===== src/rtl/ctrl_seq_pkg.sv =====
// ctrl_seq_pkg
//   Shared definitions for the polyphase FIR MAC sequencer: FSM state
//   encodings, the state enum built on them, and a helper that renders
//   a state as fixed-width ASCII for debug displays.
package ctrl_seq_pkg;

  localparam logic [2:0] ST_IDLE_ENC  = 3'd0;
  localparam logic [2:0] ST_CALC_ENC  = 3'd1;
  localparam logic [2:0] ST_LOAD_ENC  = 3'd2;
  localparam logic [2:0] ST_RUN_ENC   = 3'd3;
  localparam logic [2:0] ST_DRAIN_ENC = 3'd4;
  localparam logic [2:0] ST_OUT_ENC   = 3'd5;

  typedef enum logic [2:0] {
    S_IDLE  = ST_IDLE_ENC,
    S_CALC  = ST_CALC_ENC,
    S_LOAD  = ST_LOAD_ENC,
    S_RUN   = ST_RUN_ENC,
    S_DRAIN = ST_DRAIN_ENC,
    S_OUT   = ST_OUT_ENC
  } state_t;

  // Five characters per state name, eight bits each.
  localparam int STATE_NAME_W = 5 * 8;

  function automatic logic [STATE_NAME_W-1:0] state_name(input state_t s);
    case (s)
      S_IDLE:  state_name = "IDLE ";
      S_CALC:  state_name = "CALC ";
      S_LOAD:  state_name = "LOAD ";
      S_RUN:   state_name = "RUN  ";
      S_DRAIN: state_name = "DRAIN";
      S_OUT:   state_name = "OUT  ";
      default: state_name = "?????";
    endcase
  endfunction

endpackage


===== src/rtl/ctrl_seq_tapcnt.sv =====
// ctrl_seq_tapcnt
//   Tap down-counter for one output sample. Loaded with the tap count,
//   decremented once per accumulate cycle.
// Ports
//   clk   in  clock, posedge
//   clr   in  synchronous active-high reset
//   load  in  load counter from taps
//   dec   in  decrement counter (ignored at zero)
//   taps  in  tap count to load
//   last  out registered flag, high exactly while count == 1
module ctrl_seq_tapcnt #(
  parameter int TAPS_WIDTH = 8
) (
  input  logic                  clk,
  input  logic                  clr,
  input  logic                  load,
  input  logic                  dec,
  input  logic [TAPS_WIDTH-1:0] taps,
  output logic                  last
);

  logic [TAPS_WIDTH-1:0] count;

  // last is computed one edge ahead so it is a clean flop output that
  // tracks count == 1 without a comparator on the output path.
  // NOTE: sequential state uses non-blocking assignments only, so every
  // flop samples pre-edge values and simulation matches the netlist.
  always_ff @(posedge clk) begin
    if (clr) begin
      count <= '0;
      last  <= 1'b0;
    end else if (load) begin
      count <= taps;
      last  <= (taps == TAPS_WIDTH'(1));
    end else if (dec && (count != '0)) begin
      count <= count - TAPS_WIDTH'(1);
      last  <= (count == TAPS_WIDTH'(2));
    end
  end

endmodule


===== src/rtl/ctrl_mac_sequencer.sv =====
// ctrl_mac_sequencer
//   Per-output-sample sequencer for the polyphase FIR datapath. Accepts a
//   phase index, computes the coefficient base pointer, drives load/count
//   strobes for the coefficient and data-ring address counters, sequences
//   MAC clear/enable, and presents the result with a valid/ready handshake.
// Ports
//   clk, clr                     clock and synchronous active-high reset
//   phase_valid/phase_ready      request handshake, phase_idx with it
//   coef_base, taps_per_phase    configuration, latched at accept
//   coef_ptr                     coef_base + phase_idx*taps (mod 2^DAW)
//   coef_load/coef_cnt           coefficient address counter control
//   data_load/data_cnt           data-ring address counter control
//   mac_clr/mac_en/mac_last      accumulator control
//   res_valid/res_ready          result handshake to the output stage
//   busy                         sequencer not idle
// Optional build macro CTRL_SEQ_STATS_EN adds stat_samples and stat_stalls.
module ctrl_mac_sequencer
  import ctrl_seq_pkg::*;
#(
  parameter int DATA_ADDRESS_WIDTH = 12,
  parameter int TAPS_WIDTH         = 8,
  parameter int PHASE_WIDTH        = 5,
  parameter int MAC_LATENCY        = 2
) (
  input  logic                          clk,
  input  logic                          clr,
  input  logic                          phase_valid,
  output logic                          phase_ready,
  input  logic [PHASE_WIDTH-1:0]        phase_idx,
  input  logic [DATA_ADDRESS_WIDTH-1:0] coef_base,
  input  logic [TAPS_WIDTH-1:0]         taps_per_phase,
  output logic [DATA_ADDRESS_WIDTH-1:0] coef_ptr,
  output logic                          coef_load,
  output logic                          coef_cnt,
  output logic                          data_load,
  output logic                          data_cnt,
  output logic                          mac_clr,
  output logic                          mac_en,
  output logic                          mac_last,
  output logic                          res_valid,
  input  logic                          res_ready,
  output logic                          busy
`ifdef CTRL_SEQ_STATS_EN
  ,
  output logic [15:0]                   stat_samples,
  output logic [15:0]                   stat_stalls
`endif
);

  localparam int DAW = DATA_ADDRESS_WIDTH;
  localparam int PW  = PHASE_WIDTH;
  localparam int TW  = TAPS_WIDTH;

  // After the final tap: wait out the MAC pipeline, or go straight to OUT
  // when there is no pipeline to drain.
  localparam state_t     POST_RUN       = (MAC_LATENCY > 0) ? S_DRAIN : S_OUT;
  localparam logic       POST_RUN_VALID = (MAC_LATENCY == 0);
  localparam logic [2:0] DRAIN_INIT     = (MAC_LATENCY > 0) ? 3'(MAC_LATENCY - 1) : 3'd0;

  state_t           state;
  logic [PW-1:0]    phase_q;
  logic [TW-1:0]    taps_q;
  logic [DAW-1:0]   base_q;
  logic [2:0]       drain_cnt;
  logic             tap_last;
  logic [PW+TW-1:0] prod;
  logic [DAW-1:0]   ptr_next;

  // Full-width product, then truncated to the address width so the
  // pointer wraps modulo the coefficient address space.
  assign prod     = {{TW{1'b0}}, phase_q} * {{PW{1'b0}}, taps_q};
  assign ptr_next = base_q + DAW'(prod);

  ctrl_seq_tapcnt #(.TAPS_WIDTH(TW)) u_tapcnt (
    .clk  (clk),
    .clr  (clr),
    .load (state == S_LOAD),
    .dec  (state == S_RUN),
    .taps (taps_q),
    .last (tap_last)
  );

  // Both terms are flop outputs; tap_last is only ever high during RUN.
  assign mac_last = mac_en & tap_last;

  // Strobes are registered: each is set on the edge that enters the state
  // that owns it and cleared on the edge that leaves it.
  always_ff @(posedge clk) begin
    if (clr) begin
      state       <= S_IDLE;
      phase_q     <= '0;
      taps_q      <= '0;
      base_q      <= '0;
      drain_cnt   <= '0;
      coef_ptr    <= '0;
      phase_ready <= 1'b1;
      busy        <= 1'b0;
      coef_load   <= 1'b0;
      data_load   <= 1'b0;
      mac_clr     <= 1'b0;
      coef_cnt    <= 1'b0;
      data_cnt    <= 1'b0;
      mac_en      <= 1'b0;
      res_valid   <= 1'b0;
    end else begin
      case (state)
        S_IDLE: begin
          if (phase_valid) begin
            phase_q     <= phase_idx;
            taps_q      <= taps_per_phase;
            base_q      <= coef_base;
            phase_ready <= 1'b0;
            busy        <= 1'b1;
            state       <= S_CALC;
          end
        end
        S_CALC: begin
          coef_ptr  <= ptr_next;
          coef_load <= 1'b1;
          data_load <= 1'b1;
          mac_clr   <= 1'b1;
          state     <= S_LOAD;
        end
        S_LOAD: begin
          coef_load <= 1'b0;
          data_load <= 1'b0;
          mac_clr   <= 1'b0;
          if (taps_q == '0) begin
            state     <= POST_RUN;
            res_valid <= POST_RUN_VALID;
            drain_cnt <= DRAIN_INIT;
          end else begin
            coef_cnt <= 1'b1;
            data_cnt <= 1'b1;
            mac_en   <= 1'b1;
            state    <= S_RUN;
          end
        end
        S_RUN: begin
          if (tap_last) begin
            coef_cnt  <= 1'b0;
            data_cnt  <= 1'b0;
            mac_en    <= 1'b0;
            state     <= POST_RUN;
            res_valid <= POST_RUN_VALID;
            drain_cnt <= DRAIN_INIT;
          end
        end
        S_DRAIN: begin
          if (drain_cnt == '0) begin
            res_valid <= 1'b1;
            state     <= S_OUT;
          end else begin
            drain_cnt <= drain_cnt - 3'd1;
          end
        end
        S_OUT: begin
          if (res_ready) begin
            res_valid   <= 1'b0;
            phase_ready <= 1'b1;
            busy        <= 1'b0;
            state       <= S_IDLE;
          end
        end
        default: state <= S_IDLE;
      endcase
    end
  end

`ifdef CTRL_SEQ_STATS_EN
  // Both counters wrap naturally at 16 bits.
  always_ff @(posedge clk) begin
    if (clr) begin
      stat_samples <= '0;
      stat_stalls  <= '0;
    end else if (state == S_OUT) begin
      if (res_ready) stat_samples <= stat_samples + 16'd1;
      else           stat_stalls  <= stat_stalls + 16'd1;
    end
  end
`endif

endmodule


===== config.mk =====
export PLATFORM = sky130hd
export DESIGN_NAME = ctrl_mac_sequencer
export DESIGN_NICKNAME = d
export VERILOG_FILES = /design/src/rtl/ctrl_seq_pkg.sv /design/src/rtl/ctrl_seq_tapcnt.sv /design/src/rtl/ctrl_mac_sequencer.sv
export SDC_FILE = /design/constraint.sdc
export NUM_CORES = 1
export LEC_CHECK = 0
export ABC_AREA = 1
export CORE_ASPECT_RATIO = 0.8
export CORE_MARGIN = 2
export CORE_UTILIZATION = 40
export CTS_BUF_LIST = sky130_fd_sc_hd__clkbuf_8
export CTS_CLUSTER_SIZE = 10
export DETAILED_ROUTE_END_ITERATION = 7
export MAX_ROUTING_LAYER = met4
export SETUP_SLACK_MARGIN = 0.02
export SYNTH_ARGS = -nofsm -noshare
export SYNTH_HDL_FRONTEND = slang
export SYNTH_SLANG_ARGS = --single-unit

===== constraint.sdc =====
create_clock -name clk -period 5 [get_ports clk]
set_clock_uncertainty 0.2 [all_clocks]
set_input_delay 0.75 -clock clk [delete_from_list [all_inputs] [get_ports clk]]
set_output_delay 0.75 -clock clk [all_outputs]
set_load 0.02 [all_outputs]

==> flow_metrics.env, run 1 <==
export IMPL_dpl_hpwl_microns=7590
export IMPL_tightestPinTransition_ns=0.825
export IMPL_ys_ff_latch=57
export IMPL_cts_num_sinks=57
export IMPL_syn_to_final_growth_pct=18.9
export IMPL_synth_top_area_cell="dfxtp_1"
export IMPL_start_util_pct=40.7
export IMPL_required_ns=5.04
export IMPL_synth_commonest_cells="142 x nand2_1, 123 x inv_1, 57 x dfxtp_1, 50 x nor2_1, 46 x a21oi_1"
export IMPL_setup_tns_final_ns=0
export IMPL_antenna_found_initial=0
export IMPL_finalNonFillerCells=786
export IMPL_dpl_instance_area_sq_mm=0.00471
export IMPL_cts_hold_buffers_added=0
export IMPL_rsz0062_at_grt="no"
export IMPL_routed_wl_microns=9460
export IMPL_clkTransAtPathRegs_ns=0.07
export IMPL_synthArstFlopShare_pct=0
export IMPL_portBuffers=50
export IMPL_viasPerCell=4.71
export IMPL_synth_distinct_cells=32
export IMPL_cp_top_family="adder cells"
export IMPL_route_detailed_drc=0
export IMPL_ir_drop_uv=278
export IMPL_antenna_cells=0
export IMPL_hold_slack_ns=0.265
export IMPL_synthesis_nets=684
export IMPL_max_stage_delay_ns=0.52
export IMPL_vias=3699
export IMPL_crit_chain="nand2_1 > fa_1 > inv_1 > fa_1 > inv_1 > fa_1 > inv_1 > ha_1 > nand2_1 > o21ai_0 > nand2_1 > nand3_1 > nand3_1 > nand2_1 > inv_1"
export IMPL_synth_area_sq_mm=0.00414
export IMPL_drive_gt1_share_pct=4.49
export IMPL_synthCells=604
export IMPL_crit_buf_inv=4
export IMPL_dieArea_sq_mm=0.0112
export IMPL_h_tree_depth=3
export IMPL_grt_pass1_wl_microns=16200
export IMPL_crit_path_start_kind="flop"
export IMPL_gr_total_overflow=0
export IMPL_pin_count=51
export IMPL_finalHoldViolations=0
export IMPL_fin_area_sq_mm=0.00492
export IMPL_outcome="completed"
export IMPL_final_max_slew_viol_count=0
export IMPL_post_route_min_period_ns=3.83
export IMPL_max_freq_mhz=261
export IMPL_nets=721
export IMPL_cts_max_path_buffers=2
export IMPL_crit_arrival_ns=3.87
export IMPL_place_congestion=0.863
export IMPL_postRouteAntennaNets=0
export IMPL_synth_area_leaders="dfxtp_1 28%, fa_1 14%, nand2_1 13%"
export IMPL_critical_path_class="flop to flop"
export IMPL_leakage_nw=2.50
export IMPL_root_buffer="clkbuf_8"
export IMPL_routedWlPerCell_microns=12.0
export IMPL_drt_pass1_iterations=5
export IMPL_die_y_microns=95.0
export IMPL_cts_resized_gates=0
export IMPL_setup_viol=0
export IMPL_yosysTopAreaCellShare_pct=27.6
export IMPL_maxSlewHeadroom_pct=44.9
export IMPL_cp_end_kind="flop"
export IMPL_synth_edf_count=0
export IMPL_critical_path_slowest_cell="dfxtp_1"
export IMPL_cts_tree="done"
export IMPL_grt_max_degree=30
export IMPL_placedCellCount=770
export IMPL_die_w_microns=118
export IMPL_avgSynthCellArea_sq_um=6.85
export IMPL_core_sq_mm=0.0102
export IMPL_hp_class="flop to flop"
export IMPL_powerDensity_mw_per_mm2=528
export IMPL_post_cts_buffers=0
export IMPL_maxCapViolCount=0
export IMPL_fin_util_pct=48.5
export IMPL_synth_ff_type="dfxtp_1"
export IMPL_ys_seq_area_share_pct=27.6
export IMPL_path_max_fanout=9
export IMPL_std_cell_rows=33
export IMPL_first_global_vias=3440
export IMPL_fin_crit_sh_pct=76.7
export IMPL_fill_cells=1058
export IMPL_ys_warn_count=0
export IMPL_yosysMostFrequentCell="nand2_1"
export IMPL_drt_initial_drc_count=179
export IMPL_clk_latency_ns=0.33
export IMPL_track_usage_pct=18.8
export IMPL_cts_buffers=9
metrics by stage:
stage | worst slack, ns | power [mW]
after floorplan | 1.43 | 1.76
after detailed placement | 1.18 | 2.14
after CTS | 1.17 | 2.62
after global routing | 0.901 | 2.85
final | 1.17 | 2.60
after global placement | 1.30 | 2.11
worst min-delay path, cell delays in order (launching register included):
cell and delay, ns:
dfxtp_1 0.31, nand2_1 0.06, a21oi_1 0.05
routing by layer:
metal  part of all wire (%)  GRT usage [%]  vias up  wire [microns]
met5                      0              -        -               0
met4                   0.69           5.02        0              65
met3                    5.7           3.93        6             543
met2                     42           27.9       81            3980
met1                     52           26.2     1688            4880
li1                       -              -     1924               -
logic make-up after synthesis:
| family | after synthesis | share of synthesized area [%] |
|---|---|---|
| buffers and inverters | 153 | 14.6 |
| AND/OR/NAND/NOR | 247 | 24.7 |
| flip-flops | 57 | 27.6 |
| AO/OA/AOI/OAI | 91 | 11.6 |
| adder cells (fa/ha/maj) | 51 | 20.5 |
| XOR/XNOR | 5 | 1.06 |
power breakdown:
part           switching (mW)  internal [mW]  total [mW]
Combinational           0.857          0.515        1.37
Sequential              0.152          0.613       0.765
Clock                   0.184          0.276       0.460
placed cells by master, fill, tap and decap left out, drive strengths merged:
master         instances
a211oi                 1
a21boi                 1
a21oi                 46
a221oi                 1
a31oi                  1
and3                   1
buf                    3
bufinv                 2
clkbuf                 9
clkdlybuf4s50         50
clkinv                 3
clkinvlp               1
dfxtp                 57
fa                    28
ha                    23
inv                  127
nand2                142
nand3                 39
nand3b                 1
nand4                  6
nor2                  53
nor3                   5
o211ai                 1
o21ai                 38
o21bai                 1
o31ai                  1
xnor2                  1
xor2                   4
registers in the layout, summed over array words and instances, names as in the netlist:
signal          count
base_q             12
busy                1
coef_ptr           12
drain_cnt           3
mac_clr             1
mac_en              1
phase_q             5
phase_ready         1
res_valid           1
state               3
taps_q              8
u_tapcnt.count      8
u_tapcnt.last       1
final timing paths:
path                                      to  slack, ns  cells past startpoint  startpoint
worst min-delay path                    busy       0.27                      2        busy
worst max-delay path            coef_ptr[10]       1.17                     15  phase_q[0]
worst min register to register          busy       0.27                      2        busy
worst max register to register  coef_ptr[10]       1.17                     15  phase_q[0]
cell type report:
cell class                 count  area (sq um)  area share [%]
multi-input combinational    394          2400            48.8
sequential                    57          1140            23.2
timing repair buffer          53           523            10.6
inverter                     126           473            9.61
tap                          140           175            3.56
clock buffer                   9           124            2.52
clock inverter                 7          86.3            1.75
No activity file was read; power rests on OpenSTA's default activity.
==> run 2: changes to the inputs <==
==> constraint.sdc (replaced) <==
create_clock -name clk -period 3.2 [get_ports clk]
set_clock_uncertainty 0.2 [all_clocks]
set_input_delay 0.48 -clock clk [delete_from_list [all_inputs] [get_ports clk]]
set_output_delay 0.48 -clock clk [all_outputs]
set_load 0.02 [all_outputs]
==> flow_metrics.env, run 2 (same netlist as run 1, synthesis figures left out) <==
export IMPL_dpl_hpwl_microns=8410
export IMPL_cts_buffers=9
export IMPL_pin_count=51
export IMPL_drt_pass1_iterations=5
export IMPL_routedWlPerCell_microns=13.4
export IMPL_vias=3834
export IMPL_portBuffers=50
export IMPL_final_cell_mix="133 x nand2_1, 115 x inv_1, 50 x clkdlybuf4s50_1, 49 x nor2_1, 46 x dfxtp_1"
export IMPL_cts_num_sinks=57
export IMPL_finalHoldViolations=0
export IMPL_route_detailed_drc=0
export IMPL_clk_latency_ns=0.35
export IMPL_dieArea_sq_mm=0.0112
export IMPL_cts_max_path_buffers=2
export IMPL_fill_cells=1046
export IMPL_fin_crit_sh_pct=107
export IMPL_finalNonFillerCells=812
export IMPL_gr_total_overflow=0
export IMPL_std_cell_rows=33
export IMPL_postRouteAntennaNets=0
export IMPL_cts_hold_buffers_added=0
export IMPL_reg2reg_slack_ns=-0.22
export IMPL_grt_max_degree=30
export IMPL_die_w_microns=118
export IMPL_cp_end_kind="flop"
export IMPL_path_max_fanout=4
export IMPL_syn_to_final_growth_pct=29.1
export IMPL_ir_drop_uv=454
export IMPL_drt_initial_drc_count=159
export IMPL_crit_path_start_kind="flop"
export IMPL_final_common_cell="nand2_1"
export IMPL_core_sq_mm=0.0102
export IMPL_powerDensity_mw_per_mm2=841
export IMPL_first_global_vias=3992
export IMPL_maxCapViolCount=0
export IMPL_fin_ws_ns=-0.219
export IMPL_rsz0062_at_grt="yes"
export IMPL_setup_viol=7
export IMPL_h_tree_depth=3
export IMPL_violations="setup timing"
export IMPL_root_buffer="clkbuf_8"
export IMPL_drive_gt1_share_pct=15.2
export IMPL_die_y_microns=95.0
export IMPL_antenna_cells=0
export IMPL_antenna_found_initial=0
export IMPL_cts_tree="done"
export IMPL_nets=747
export IMPL_reg_top3="base_q: 12 flops, coef_ptr: 12 flops"
export IMPL_track_usage_pct=22.1
export IMPL_placedCellCount=795
export IMPL_max_freq_mhz=293
export IMPL_maxSlewHeadroom_pct=46.7
export IMPL_crit_arrival_ns=3.47
export IMPL_start_util_pct=40.7
export IMPL_routed_wl_microns=10900
export IMPL_tightestPinTransition_ns=0.799
export IMPL_place_congestion=0.867
export IMPL_grt_pass1_wl_microns=18900
export IMPL_required_ns=3.25
export IMPL_final_max_slew_viol_count=0
export IMPL_clkTransAtPathRegs_ns=0.07
export IMPL_leakage_nw=2.66
export IMPL_hp_class="flop to flop"
export IMPL_fin_util_pct=52.6
export IMPL_post_route_min_period_ns=3.42
export IMPL_viasPerCell=4.72
export IMPL_critical_path_class="flop to flop"
export IMPL_outcome="complete, but fails checks"
-- run 2: path summary, 6_finish.rpt --
kind                            depth (start not counted)        from      endpoint
worst min register to register                          2   base_q[0]     base_q[0]
worst min-delay path                                    2   base_q[0]     base_q[0]
worst max register to register                         17  phase_q[0]  coef_ptr[10]
worst max-delay path                                   17  phase_q[0]  coef_ptr[10]
-- run 2: final cells by class --
| cell class | count | area [sq um] | area share [%] |
|---|---|---|---|
| Sequential cell | 57 | 1170 | 21.8 |
| Clock buffer | 10 | 138 | 2.58 |
| Inverter | 126 | 475 | 8.90 |
| Clock inverter | 6 | 82.6 | 1.55 |
| Timing Repair Buffer | 79 | 729 | 13.7 |
| Tap cell | 140 | 175 | 3.28 |
| Multi-Input combinational cell | 394 | 2580 | 48.2 |
-- run 2: layer usage --
layer | GRT usage [%] | wire (microns) | up-vias
met4 | 5.22 | 89 | 0
met2 | 35.3 | 4660 | 93
met5 | - | 0 | -
li1 | - | - | 1971
met3 | 4.83 | 580 | 7
met1 | 28.9 | 5550 | 1763
-- run 2: power by group --
part | switching, mW | internal [mW] | total [mW]
Sequential | 0.228 | 0.971 | 1.20
Clock | 0.305 | 0.455 | 0.760
Combinational | 1.51 | 1.03 | 2.54
-- run 2: repair_timing --
action                                  CTS  global route
gates resized for setup                  27            13
endpoints found under the setup margin    8             8
setup buffers                             0             1
pin swaps                                13            10
-- run 2: per-stage QoR --
step | setup TNS [ns] | instance area (sq um) | setup WS (ns) | total power [mW] | hold WS [ns]
after CTS | -1.08 | 5290 | -0.210 | 4.46 | 0.271
after floorplan | -0.166 | 4300 | -0.0681 | 2.87 | 0.244
after global placement | -2.21 | 5000 | -0.381 | 3.60 | 0.256
final | -1.05 | 5340 | -0.219 | 4.49 | 0.270
after detailed placement | -2.27 | 5000 | -0.373 | 3.62 | 0.259
after global routing | -2.57 | 5340 | -0.452 | 4.91 | 0.306
-- run 2: worst max-delay path: stages (launching register included) --
cell     delay, ns
dfxtp_2       0.35
buf_6         0.12
nand2_4       0.04
fa_1          0.52
inv_2         0.04
fa_1          0.55
inv_1         0.05
fa_1          0.50
inv_2         0.05
ha_4          0.26
a21oi_2       0.18
o21ai_4       0.09
nand2_1       0.10
nand2_1       0.06
nand2_1       0.06
nand3_1       0.07
nand2_1       0.06
inv_1         0.03
